### src/rtl/mem_resp_stage_pkg.sv
`default_nettype none
// +----------------------------------------------------------------------------+
// | Module      : mem_resp_stage_pkg                                           |
// | Description : Shared load-op encodings and sizing constants for the MEM    |
// |               response stage and its load alignment helper.                |
// | Revision    : 1.0 - initial release                                        |
// +----------------------------------------------------------------------------+
package mem_resp_stage_pkg;

  // Load type carried from EX; LD_NONE marks stores and non-memory ops.
  typedef enum logic [2:0] {
    LD_B    = 3'd0,
    LD_H    = 3'd1,
    LD_W    = 3'd2,
    LD_D    = 3'd3,
    LD_BU   = 3'd4,
    LD_HU   = 3'd5,
    LD_WU   = 3'd6,
    LD_NONE = 3'd7
  } load_op_e;

  localparam int C_PAYLOAD_W_DEFAULT     = 128;
  localparam int C_DATA_W_NARROW         = 32;
  localparam int C_DATA_W_WIDE           = 64;
  localparam int C_MAX_OUTSTANDING_LIMIT = 7;
  // Wide enough to count up to C_MAX_OUTSTANDING_LIMIT.
  localparam int C_CNT_W                 = 3;

  // Only 32- and 64-bit datapaths are supported.
  function automatic logic is_legal_data_w(input int w);
    return (w == C_DATA_W_NARROW) || (w == C_DATA_W_WIDE);
  endfunction

endpackage
`default_nettype wire

### src/rtl/mem_resp_stage_load_align.sv
`default_nettype none
// +----------------------------------------------------------------------------+
// | Module      : mem_resp_stage_load_align                                    |
// | Description : Combinational load lane select and sign/zero extension for   |
// |               32- or 64-bit data words.                                    |
// | Revision    : 1.0 - initial release                                        |
// +----------------------------------------------------------------------------+
module mem_resp_stage_load_align
  import mem_resp_stage_pkg::*;
#(
  parameter int DATA_W = 32
) (
  input  logic [DATA_W-1:0]            rdata,
  input  logic [$clog2(DATA_W/8)-1:0]  addr_low,
  input  logic [2:0]                   load_op,
  output logic [DATA_W-1:0]            result
);

  localparam int AW = $clog2(DATA_W/8);

  logic [AW-1:0]     w_half_lane;
  logic [AW-1:0]     w_word_lane;
  logic [DATA_W-1:0] w_byte_sh;
  logic [DATA_W-1:0] w_half_sh;
  logic [DATA_W-1:0] w_word_sh;
  logic [63:0]       w_ext;

  // Half-word lane ignores addr bit 0 so a stray low bit can never pick a split lane.
  assign w_half_lane = {addr_low[AW-1:1], 1'b0};

  generate
    if (DATA_W == C_DATA_W_WIDE) begin : g_word_lane_64
      // Upper or lower 32-bit word of the doubleword.
      assign w_word_lane = {addr_low[AW-1], {(AW-1){1'b0}}};
    end else begin : g_word_lane_32
      // The whole bus is one word.
      assign w_word_lane = '0;
    end
  endgenerate

  assign w_byte_sh = rdata >> {addr_low, 3'b000};
  assign w_half_sh = rdata >> {w_half_lane, 3'b000};
  assign w_word_sh = rdata >> {w_word_lane, 3'b000};

  // Extend the selected lane in a 64-bit scratch value, then trim to the bus width.
  always_comb begin
    w_ext = 64'(rdata);
    case (load_op)
      LD_B:    w_ext = {{56{w_byte_sh[7]}},  w_byte_sh[7:0]};
      LD_H:    w_ext = {{48{w_half_sh[15]}}, w_half_sh[15:0]};
      LD_W:    w_ext = {{32{w_word_sh[31]}}, w_word_sh[31:0]};
      LD_BU:   w_ext = {56'd0, w_byte_sh[7:0]};
      LD_HU:   w_ext = {48'd0, w_half_sh[15:0]};
      LD_WU:   w_ext = {32'd0, w_word_sh[31:0]};
      default: w_ext = 64'(rdata);
    endcase
  end

  assign result = w_ext[DATA_W-1:0];

endmodule
`default_nettype wire

### src/rtl/mem_resp_stage.sv
`default_nettype none
// +----------------------------------------------------------------------------+
// | Module      : mem_resp_stage                                               |
// | Description : MEM pipeline stage for a variable-latency data bus. Holds    |
// |               one instruction, tracks outstanding requests, buffers read   |
// |               data while WB stalls and drops responses of killed ops.      |
// | Revision    : 1.0 - initial release                                        |
// +----------------------------------------------------------------------------+
module mem_resp_stage
  import mem_resp_stage_pkg::*;
#(
  parameter int DATA_W          = 32,
  parameter int MAX_OUTSTANDING = 2,
  parameter int PAYLOAD_W       = C_PAYLOAD_W_DEFAULT
) (
  input  logic                          clk,
  input  logic                          resetn,
  input  logic                          es_to_ms_valid,
  output logic                          ms_allowin,
  input  logic                          es_mem_req,
  input  logic [2:0]                    es_load_op,
  input  logic [$clog2(DATA_W/8)-1:0]   es_addr_low,
  input  logic [DATA_W-1:0]             es_result,
  input  logic [PAYLOAD_W-1:0]          es_payload,
  input  logic                          req_issued,
  output logic                          req_allow,
  input  logic                          data_sram_data_ok,
  input  logic [DATA_W-1:0]             data_sram_rdata,
  input  logic                          flush,
  input  logic                          ws_allowin,
  output logic                          ms_to_ws_valid,
  output logic [DATA_W-1:0]             ms_result,
  output logic [PAYLOAD_W-1:0]          ms_payload,
  output logic                          ms_load_pending
);

  localparam int AW = $clog2(DATA_W/8);
  localparam logic [C_CNT_W-1:0] C_MAX  = C_CNT_W'(MAX_OUTSTANDING);
  localparam logic [C_CNT_W-1:0] C_ZERO = '0;
  localparam logic [C_CNT_W-1:0] C_ONE  = C_CNT_W'(1);

  // Instruction held in MEM
  logic                 r_ms_valid;
  logic                 r_mem_req;
  logic [2:0]           r_load_op;
  logic [AW-1:0]        r_addr_low;
  logic [DATA_W-1:0]    r_es_result;
  logic [PAYLOAD_W-1:0] r_payload;

  // Read data parked while WB is stalled
  logic                 r_buf_valid;
  logic [DATA_W-1:0]    r_buf_data;

  // Request bookkeeping
  logic [C_CNT_W-1:0]   r_out_cnt;
  logic [C_CNT_W-1:0]   r_discard_cnt;

  logic                 w_discarding;
  logic                 w_resp_mine;
  logic                 w_ms_ready_go;
  logic                 w_leave;
  logic                 w_buf_capture;
  logic                 w_cnt_inc;
  logic                 w_cnt_dec;
  logic [C_CNT_W-1:0]   w_out_cnt_nxt;
  logic                 w_is_load;
  logic [DATA_W-1:0]    w_eff_data;
  logic [DATA_W-1:0]    w_aligned;

  // A response belongs to the MEM instruction only once all responses owed to
  // killed instructions have drained.
  assign w_discarding  = (r_discard_cnt != C_ZERO);
  assign w_resp_mine   = data_sram_data_ok && !w_discarding;

  assign w_ms_ready_go = !r_mem_req || r_buf_valid || w_resp_mine;
  assign ms_to_ws_valid = r_ms_valid && w_ms_ready_go && !flush;
  assign ms_allowin    = !r_ms_valid || (w_ms_ready_go && ws_allowin);
  assign w_leave       = ms_to_ws_valid && ws_allowin;

  // Park the response only when it arrives and WB cannot take it this cycle.
  assign w_buf_capture = r_ms_valid && r_mem_req && !r_buf_valid && w_resp_mine
                         && !ws_allowin && !flush;

  // Saturating up/down count of issued-but-unreturned requests.
  assign w_cnt_inc     = req_issued && (r_out_cnt != C_MAX);
  assign w_cnt_dec     = data_sram_data_ok && (r_out_cnt != C_ZERO);
  assign w_out_cnt_nxt = r_out_cnt + (w_cnt_inc ? C_ONE : C_ZERO)
                                   - (w_cnt_dec ? C_ONE : C_ZERO);
  assign req_allow     = (r_out_cnt < C_MAX);

  assign w_is_load       = r_mem_req && (r_load_op != LD_NONE);
  assign ms_load_pending = r_ms_valid && w_is_load && !w_ms_ready_go;

  assign w_eff_data = r_buf_valid ? r_buf_data : data_sram_rdata;

  mem_resp_stage_load_align #(
    .DATA_W (DATA_W)
  ) u_load_align (
    .rdata    (w_eff_data),
    .addr_low (r_addr_low),
    .load_op  (r_load_op),
    .result   (w_aligned)
  );

  // Stores also wait for data_ok but forward the EX result.
  assign ms_result  = w_is_load ? w_aligned : r_es_result;
  assign ms_payload = r_payload;

  // Stage occupancy: a flush kills the held instruction and blocks a new one.
  always_ff @(posedge clk or negedge resetn) begin
    if (!resetn) begin
      r_ms_valid <= 1'b0;
    end else if (flush) begin
      r_ms_valid <= 1'b0;
    end else if (ms_allowin) begin
      r_ms_valid <= es_to_ms_valid;
    end
  end

  // Instruction fields latched on an accepted handoff from EX.
  always_ff @(posedge clk or negedge resetn) begin
    if (!resetn) begin
      r_mem_req   <= 1'b0;
      r_load_op   <= LD_NONE;
      r_addr_low  <= '0;
      r_es_result <= '0;
      r_payload   <= '0;
    end else if (es_to_ms_valid && ms_allowin && !flush) begin
      r_mem_req   <= es_mem_req;
      r_load_op   <= es_load_op;
      r_addr_low  <= es_addr_low;
      r_es_result <= es_result;
      r_payload   <= es_payload;
    end
  end

  // Response buffer: filled on a stalled response, emptied on departure or flush.
  always_ff @(posedge clk or negedge resetn) begin
    if (!resetn) begin
      r_buf_valid <= 1'b0;
      r_buf_data  <= '0;
    end else if (flush || w_leave) begin
      r_buf_valid <= 1'b0;
    end else if (w_buf_capture) begin
      r_buf_valid <= 1'b1;
      r_buf_data  <= data_sram_rdata;
    end
  end

  // Outstanding-request counter.
  always_ff @(posedge clk or negedge resetn) begin
    if (!resetn) begin
      r_out_cnt <= '0;
    end else begin
      r_out_cnt <= w_out_cnt_nxt;
    end
  end

  // On flush every request still in flight after this cycle belongs to a killed
  // instruction; responses already consumed have left the count and are not
  // dropped twice.
  always_ff @(posedge clk or negedge resetn) begin
    if (!resetn) begin
      r_discard_cnt <= '0;
    end else if (flush) begin
      r_discard_cnt <= w_out_cnt_nxt;
    end else if (data_sram_data_ok && w_discarding) begin
      r_discard_cnt <= r_discard_cnt - C_ONE;
    end
  end

  // Bus protocol and parameter checks; the counter saturates when these fire.
  a_issue_overflow : assert property (@(posedge clk) disable iff (!resetn)
    !(req_issued && (r_out_cnt == C_MAX)));
  a_resp_underflow : assert property (@(posedge clk) disable iff (!resetn)
    !(data_sram_data_ok && (r_out_cnt == C_ZERO)));
  a_legal_params   : assert property (@(posedge clk)
    is_legal_data_w(DATA_W) && (MAX_OUTSTANDING >= 1)
    && (MAX_OUTSTANDING <= C_MAX_OUTSTANDING_LIMIT));

endmodule
`default_nettype wire

### config.mk
export PLATFORM = sky130hd
export DESIGN_NAME = mem_resp_stage
export DESIGN_NICKNAME = d
export VERILOG_FILES = /design/src/rtl/mem_resp_stage_pkg.sv /design/src/rtl/mem_resp_stage_load_align.sv /design/src/rtl/mem_resp_stage.sv
export SDC_FILE = /design/constraint.sdc
export NUM_CORES = 1
export LEC_CHECK = 0
export ABC_AREA = 1
export CORE_MARGIN = 5
export CORE_UTILIZATION = 46
export DETAILED_ROUTE_END_ITERATION = 8
export PLACE_DENSITY = 0.78
export SLEW_MARGIN = 30
export SYNTH_ARGS = -nofsm -noshare
export SYNTH_HDL_FRONTEND = slang
export SYNTH_HIERARCHICAL = 1
export SYNTH_SLANG_ARGS = --single-unit
### constraint.sdc
create_clock -name clk -period 2.4 [get_ports clk]
set_input_delay 0.24 -clock clk [delete_from_list [all_inputs] [get_ports clk]]
set_output_delay 0.24 -clock clk [all_outputs]
set_load 0.05 [all_outputs]
; ---- Word level (Yosys, flattened, before mapping)
; Index checks and enable logic that the tools add are counted.
[totals]
regBits = 206
n_memories = 0
latchBits = 0
ramBits = 0
mem_bits_ro = 0
[classes]
reduce_logical = 36
n_eq_ne = 6
add_sub_neg = 3
bitwise = 1
div = 0
muxes = 11
n_mul = 0
n_shift = 2
order_cmp = 1
[ops]
columns = operator, n
row1 = $pmux 32 s5, 1
row2 = $mux 32, 2
row3 = $shr 32x5->16, 1
row4 = $shr 32x5->8, 1
row5 = $logic_and 1x1->1, 18
row6 = $logic_not 1->1, 7
row7 = $eq 3x3->1 const B, 2
row8 = $mux 1, 6
row9 = $mux 3, 2
row10 = $reduce_bool 2->1, 3
row11 = $reduce_bool 3->1, 2
row12 = $logic_or 1x1->1, 4
row13 = $add 3x1->3, 1
row14 = $eq 3x1->1 const B, 1
row15 = $eq 3x2->1 const B, 1
row16 = $logic_not 3->1, 1
row17 = $lt 3x2->1 const B, 1
row18 = $ne 3x2->1 const B, 1
row19 = $ne 3x3->1 const B, 1
row20 = $sub 3x1->3, 1
row21 = $sub 3x1->3 const B, 1
row22 = $reduce_and 2->1, 1
row23 = $not 1->1, 1

; ---- Longest topological paths before layout
; Gate-level depths: netlist of the first run.
[logic_depth]
word_depth = 10
mapped_depth = 13

; ---- Cells and area by module
; The synthesis of the first run kept the hierarchy.
[by_module_without_submodules]
columns = module, n_inst, seq_area_each_um2, area_each_um2, cells_per_inst
row1 = mem_resp_stage, 1, 5158.7, 9316.4, 1118
row2 = mem_resp_stage_load_align, 1, 0.0, 1014.7, 196

; ---- Worst setup path before layout of the first run
; OpenSTA, ideal clock, no wires.
[synth_path]
kind = register -> output
from = register r_buf_valid
to = output ms_result[26]
path_stages_with_launch = 14
setup_slack_ns = 0.183
t_arrival_ns = 1.977
path_cell_list = dfrtp_1 > buf_2 > buf_1 > nand2_1 > o21ai_0 > inv_1 > nand2_2 > nand3_1 > nand2_2 > nand2_4 > buf_6 > nand3_2 > nand3_1 > nand2_1
[synth_via]
elab_chain_cells = 4
word_cells_on_any_way = 5
[synth_lines]
columns = element, line_no
row1 = start: declaration, mem_resp_stage.sv:51  ; logic r_buf_valid;
row2 = start signal: assignment, mem_resp_stage.sv:140  ; r_buf_valid <= 1'b0;
row3 = start signal: assignment, mem_resp_stage.sv:143  ; r_buf_valid <= 1'b0;
row4 = start signal: assignment, mem_resp_stage.sv:145  ; r_buf_valid <= 1'b1;
row5 = $mux 32 (*), mem_resp_stage.sv:94  ; assign w_eff_data = r_buf_valid ? r_buf_data : data_sram_rdata;
row6 = net w_eff_data[15], mem_resp_stage.sv:67  ; logic [DATA_W-1:0] w_eff_data;
row7 = $shr 32x5->16 or $shr 32x5->8 (tied branches), "mem_resp_stage_load_align.sv:42, mem_resp_stage_load_align.sv:41"
row8 = $pmux 32 s5 (*), mem_resp_stage_load_align.sv:48  ; case (load_op)
row9 = net w_aligned[26], mem_resp_stage.sv:68  ; logic [DATA_W-1:0] w_aligned;
row10 = $mux 32 (*), mem_resp_stage.sv:106  ; assign ms_result = w_is_load ? w_aligned : r_es_result;
row11 = end: declaration, mem_resp_stage.sv:32  ; output logic [DATA_W-1:0] ms_result,
; The timed path passes the listed nets; every way through them passes the cells marked *.

; ---- Worst setup path in the final report of the first run
[layout_path]
from = register r_buf_valid
to = output ms_result[18]
; Same word-level chain as after synthesis.

==> results.json, run 1 <==
{
  "die_y_um": 159.9,
  "num-fill-cells": 1626,
  "worst_ir_drop_vdd_v": 0.0006215,
  "finalCriticalPeriod_ns": 2.615,
  "dieArea_um2": 25560,
  "numPortBuffers": 368,
  "maxCapViolations": 0,
  "path_max_fanout": 8,
  "clock_skew_ns": 0.02004,
  "grt_pass1_vias": 10532,
  "fin_ws_ns": -0.2152,
  "clock_tree.buffer_depth": 3,
  "fin_cells": 1962,
  "cp.required_ns": 2.16,
  "grt_max_degree": 168,
  "area_growth_pct": 56.26,
  "gp_congestion": 0.9566,
  "maxSlewViolCount": 0,
  "failed_checks": "negative setup slack",
  "antenna_found_initial": 7,
  "stdcell_area_um2": 16140,
  "clock_latency_ns": 0.52,
  "h-tree-depth": 1,
  "grt_pass1_wl_mm": 59.29,
  "grt_overflow": 0,
  "p_per_area_nw_per_um2": 972.7,
  "synth.cell_area_um2": 10330,
  "synth.avg_cell_area_um2": 7.862,
  "dp.cells": 1895,
  "yosysUniqueCellTypes": 36,
  "cts_buffers": 24,
  "die-width_um": 159.9,
  "run_status": "finished with violations",
  "routedWlPerCell_um": 19.59,
  "power_mw": 15.70,
  "drc": 0,
  "clkTransAtPathRegs_ns": 0.06,
  "cts.sinks": 206,
  "yosysSeqAreaShare_pct": 49.93,
  "yosys.area.top_type": "dfrtp_1",
  "routed_wl_mm": 38.43,
  "end_kind": "output port",
  "fin_tns_setup_ns": -5.699,
  "cp.arrival_ns": 2.38,
  "pin_count": 369,
  "drtIter0Drc": 947,
  "fmax_mhz": 382.4,
  "cts-root-buf": "clkbuf_16",
  "grt_setup_unrepaired": "yes",
  "reg2reg_slack_ns": 0.27,
  "synth_top_area_share_pct": 49.17,
  "tightestPinTransition_ns": 0.7748,
  "synth_seq_cells": 206,
  "finalNetCount": 1874,
  "netlist_instances": 1314,
  "grt_use_total_pct": 28.54,
  "setup_viol": 32,
  "min_path_type": "primary input to asynchronous set/reset pin",
  "drive_above_1_share_pct": 15.66,
  "start_util_pct": 47.05,
  "core_um2": 21960,
  "syn-num-nets": 1525,
  "leakagePower_nw": 7.814,
  "finalCritPeriodShare_pct": 109.0,
  "antenna_left": 0,
  "vias": 10813,
  "placed_area_um2": 14590,
  "viasPerCell": 5.511,
  "cts_tree": "yes",
  "max_slew_margin_pct": 48.35,
  "yosys-top-cells-area": "dfrtp_1, nand2_1, nand4_1",
  "finalHoldViolations": 0,
  "firstDrtPassIters": 5,
  "cp-start-kind": "flop",
  "hpwl_mm": 26.05,
  "std_cell_rows": 54,
  "worstSetupPathType": "flop to output port",
  "ys_warn_count": 6
}
## through the flow
stage | hold slack, ns | setup WS (ns) | utilization, %
CTS | 0.2577 | -0.1534 | 71.42
global placement | 0.2578 | 0.04872 | 66.43
floorplan | -0.05559 | 0.1833 | -
detailed placement | 0.2549 | -0.03167 | 66.43
global route | 0.2841 | -0.3077 | 73.52
finish | 0.2705 | -0.2152 | 73.52
## cell type report
| type | count | area [um2] | share of cell area (%) |
|---|---|---|---|
| clock buffers | 35 | 703.2 | 4.356 |
| well taps | 280 | 350.3 | 2.170 |
| inverters | 70 | 272.8 | 1.690 |
| clock inverters | 7 | 95.09 | 0.5891 |
| repair buffers | 427 | 4731 | 29.31 |
| flip-flops and latches | 206 | 5161 | 31.97 |
| multi-input cells | 934 | 4822 | 29.87 |
| diodes | 3 | 7.507 | 0.04650 |
## cell usage in the layout (no fill, tap or decap), types with 2 or more instances in the layout
master,n
inv_4,2
o21ai_2,9
a21oi_1,2
nand2_2,52
dfrtp_2,2
nand3_1,52
o21ai_0,30
buf_12,44
clkinvlp_4,4
nand2_1,510
o21ai_4,3
bufinv_16,2
nor2_2,2
clkbuf_8,5
nand3_4,6
or2_2,4
nand3_2,23
a22oi_1,4
ha_1,5
nand4_1,166
clkdlybuf4s50_1,332
buf_6,6
nor2_1,11
or2_0,3
clkbuf_16,28
buf_8,2
clkbuf_1,6
nor2_4,5
inv_1,60
dfrtp_1,201
a22oi_2,3
o21ai_1,27
buf_4,36
nand2_8,7
diode_2,3
inv_2,7
dfstp_2,3
## registers in the layout, indices dropped and copies added (netlist names)
signal and flops:
r_ms_valid 1, r_buf_valid 1, ms_payload 128, r_es_result 32, r_buf_data 32, r_mem_req 1, r_load_op 3, r_out_cnt 3
r_discard_cnt 3, r_addr_low 2
## worst paths after layout
kind                                            start                          end  cells after the start
min                                            resetn   r_buf_data[22]$_DFFE_PN0P_                      2
max in group asynchronous                      resetn     r_load_op[2]$_DFFE_PN1P_                      3
max                           r_buf_valid$_DFFE_PN0P_                ms_result[18]                     10
max reg2reg                   r_buf_valid$_DFFE_PN0P_  r_es_result[19]$_DFFE_PN0P_                      9
min in group clk                        es_load_op[1]     r_load_op[1]$_DFFE_PN1P_                      3
min reg2reg                ms_payload[15]$_DFFE_PN0P_   ms_payload[15]$_DFFE_PN0P_                      2
## what timing repair did
item | CTS | global route
gates resized for setup | 69 | 76
pin swaps | 4 | 45
setup endpoints to repair | 33 | 33
setup buffers | 6 | 6
hold buffers | 1 | 0
hold endpoints to repair | 54 | 0
cloned | 3 | 6
## cells in the mapped netlist, drive strengths merged
cell / count
a31oi: 1
nor3: 3
inv: 70
fa: 1
a21oi: 2
a22oi: 7
ha: 5
a21boi: 1
and2: 1
nand4: 166
dfrtp: 203
o21ai: 69
or2: 7
xnor2: 1
dfstp: 3
nand3: 81
o31ai: 1
clkbuf: 37
nor2: 18
buf: 71
nand2: 566
## logic make-up (layout without fill, tap and decap cells)
| kind of cell | after synthesis | in the layout | synth area share, % |
|---|---|---|---|
| DFF | 206 | 206 | 49.93 |
| buffers and inverters | 178 | 539 | 7.933 |
| and+or+nand+nor | 842 | 846 | 37.10 |
| AOI/OAI and AO/OA | 81 | 81 | 4.154 |
| other | 0 | 3 | 0 |
| adders and majority gates | 6 | 6 | 0.7993 |
| xor gates and xnor gates | 1 | 1 | 0.08479 |
## power breakdown
group	total, mW	switching, mW	leakage [nW]	internal, mW
sequential	4.71	0.472	2.59	4.23
combinational	7.29	4.63	4.85	2.66
clock	3.71	1.47	0.377	2.24
## layer usage
layer  share of wire (%)  vias up  global-route usage, %
met4                 4.3        8                  11.42
met1                  37     5131                  34.57
li1                    -     5052                      -
met3                 9.4      107                  8.608
met2                  49      515                  47.93
met5                0.14        -                      0
## critical path, cell delays in order (launching register included)
cell       delay [ns]
dfrtp_2          0.47
clkbuf_16        0.19
o21ai_2          0.20
inv_1            0.08
nand2_2          0.10
and2_4           0.24
nand2_8          0.12
nand3_2          0.11
nand3_1          0.09
nand2_2          0.11
buf_12           0.14
(Power assumes the default switching activity.)
==> run 2: changes to the inputs <==
Settings changed: RECOVER_POWER set to 100.
==> run 2 against run 1 <==
The flow finishes with violations (max-capacitance violations, max-slew violations, negative setup slack). Via count about the same. Sequential share of layout area up 0.26 points. Register-to-register slack worse by 0.23 ns. Critical path depth up 2. Non-clock buffer count unchanged. Sequential power about the same. Critical endpoint unchanged. Wire length about the same. Die area unchanged. Clock skew about the same. Combinational power down 2.9%.
==> results.json, run 2 (synthesis results as in run 1) <==
{
  "run_status": "finished with violations",
  "failed_checks": "max-capacitance violations, max-slew violations, negative setup slack",
  "grt_pass1_wl_mm": 59.29,
  "crit_start": "r_buf_valid$_DFFE_PN0P_",
  "die-width_um": 159.9,
  "drive_above_1_share_pct": 15.37,
  "worstSetupPathType": "flop to output port",
  "viasPerCell": 5.515,
  "antenna_left": 0,
  "cp-start-kind": "flop",
  "hpwl_mm": 26.05,
  "gr-max-usage-layer": "met2",
  "firstDrtPassIters": 5,
  "path_max_fanout": 8,
  "finalHoldViolations": 0,
  "vias": 10821,
  "finalNetCount": 1874,
  "finish.utilization_pct": 72.92,
  "cts_tree": "yes",
  "worst_ir_drop_vdd_v": 0.0006046,
  "largest_register_ffs": 128,
  "grt_use_total_pct": 28.54,
  "pin_count": 369,
  "power_mw": 15.48,
  "cts.sinks": 206,
  "clkTransAtPathRegs_ns": 0.06,
  "grt_setup_unrepaired": "yes",
  "setup_viol": 32,
  "clock_tree.buffer_depth": 3,
  "placed_area_um2": 14590,
  "grt_pass1_vias": 10532,
  "finalCriticalPeriod_ns": 2.618,
  "h-tree-depth": 1,
  "stdcell_area_um2": 16010,
  "grt_max_degree": 168,
  "start_util_pct": 47.05,
  "std_cell_rows": 54,
  "cp.arrival_ns": 2.38,
  "gr-usage-met2_pct": 47.93,
  "clock_latency_ns": 0.52,
  "max_slew_margin_pct": -9.229,
  "r2r-start": "r_buf_valid$_DFFE_PN0P_",
  "maxSlewViolCount": 62,
  "tightestPinTransition_ns": 1.638,
  "die_y_um": 159.9,
  "whs_ns": 0.2803,
  "use_met3_pct": 8.608,
  "cts-root-buf": "clkbuf_16",
  "gp_congestion": 0.9566,
  "finalCritPeriodShare_pct": 109.1,
  "end_kind": "output port",
  "drc": 0,
  "worstHoldStart": "es_load_op[0]",
  "routed_wl_mm": 38.42,
  "numPortBuffers": 368,
  "dieArea_um2": 25560,
  "drtIter0Drc": 930,
  "antenna_found_initial": 7,
  "fmax_mhz": 382.0,
  "cts_buffers": 24,
  "routedWlPerCell_um": 19.58,
  "fin_tns_setup_ns": -5.859,
  "cp.required_ns": 2.16,
  "core_um2": 21960,
  "clock_skew_ns": 0.02029,
  "p_per_area_nw_per_um2": 966.4,
  "final_cell_mix": "nand2_1, clkdlybuf4s50_1, dfrtp_1, nand4_1, dlygate4sd3_1",
  "min_path_type": "primary input to flop",
  "maxCapViolations": 1,
  "use_met1_pct": 34.57,
  "layout_commonest_cell": "nand2_1",
  "grt_overflow": 0,
  "fin_ws_ns": -0.2177,
  "area_growth_pct": 55.00,
  "leakagePower_nw": 7.932
}
[run 2: path summary, 6_finish.rpt]
kind | slack [ns] | cells past startpoint | to
max | -0.22 | 12 | ms_result[18]
min | 0.28 | 3 | r_load_op[0]$_DFFE_PN1P_
max reg2reg | 0.04 | 9 | r_es_result[19]$_DFFE_PN0P_
min reg2reg | 0.46 | 2 | ms_payload[15]$_DFFE_PN0P_
max in group asynchronous | 0.36 | 3 | ms_payload[87]$_DFFE_PN0P_
min in group asynchronous | 0.68 | 2 | r_buf_data[22]$_DFFE_PN0P_
[run 2: what timing repair did]
| item | 4_1_cts | 5_1_grt |
|---|---|---|
| resized for setup | 69 | 76 |
| setup endpoints to repair | 33 | 33 |
| hold endpoints to repair | 54 | 0 |
| hold buffers | 1 | 0 |
| setup buffers | 6 | 6 |
| cloned | 3 | 6 |
| pin swaps | 4 | 45 |
[run 2: cell type report]
cell class / instances / area (um2)
multi-input cells: 934 / 4787
fillers: 1646 / 5946
clock buffers: 35 / 703.2
flip-flops and latches: 206 / 5161
clock inverters: 7 / 95.09
well taps: 280 / 350.3
inverters: 70 / 272.8
repair buffers: 427 / 4636
diodes: 3 / 7.507
[run 2: where the power goes]
part,leakage (nW),switching [mW],internal (mW)
Clock,0.377,1.47,2.24
Combinational,4.97,4.61,2.47
Sequential,2.59,0.450,4.23
Total,7.93,6.53,8.94
[run 2: stage by stage]
stage	instances	setup slack, ns
global route	1962	-0.3077
floorplan	1314	0.1833
detailed placement	1895	-0.03167
global placement	1895	0.04872
CTS	1947	-0.1534
finish	1962	-0.2177
[run 2: metal layers]
| layer | vias up | routed length, um |
|---|---|---|
| met4 | 8 | 1853 |
| met1 | 5144 | 14200 |
| met5 | - | 53 |
| li1 | 5061 | - |
| met3 | 116 | 3591 |
| met2 | 492 | 18710 |
[run 2: worst max-delay path, stage by stage (launching register included)]
cell     delay [ns]
dfrtp_2        0.46
buf_12         0.15
buf_16         0.11
nand2_1        0.06
o21ai_2        0.09
inv_1          0.08
nand2_2        0.10
and2_4         0.24
nand2_8        0.12
nand3_2        0.11
nand3_1        0.09
nand2_2        0.11
buf_12         0.14
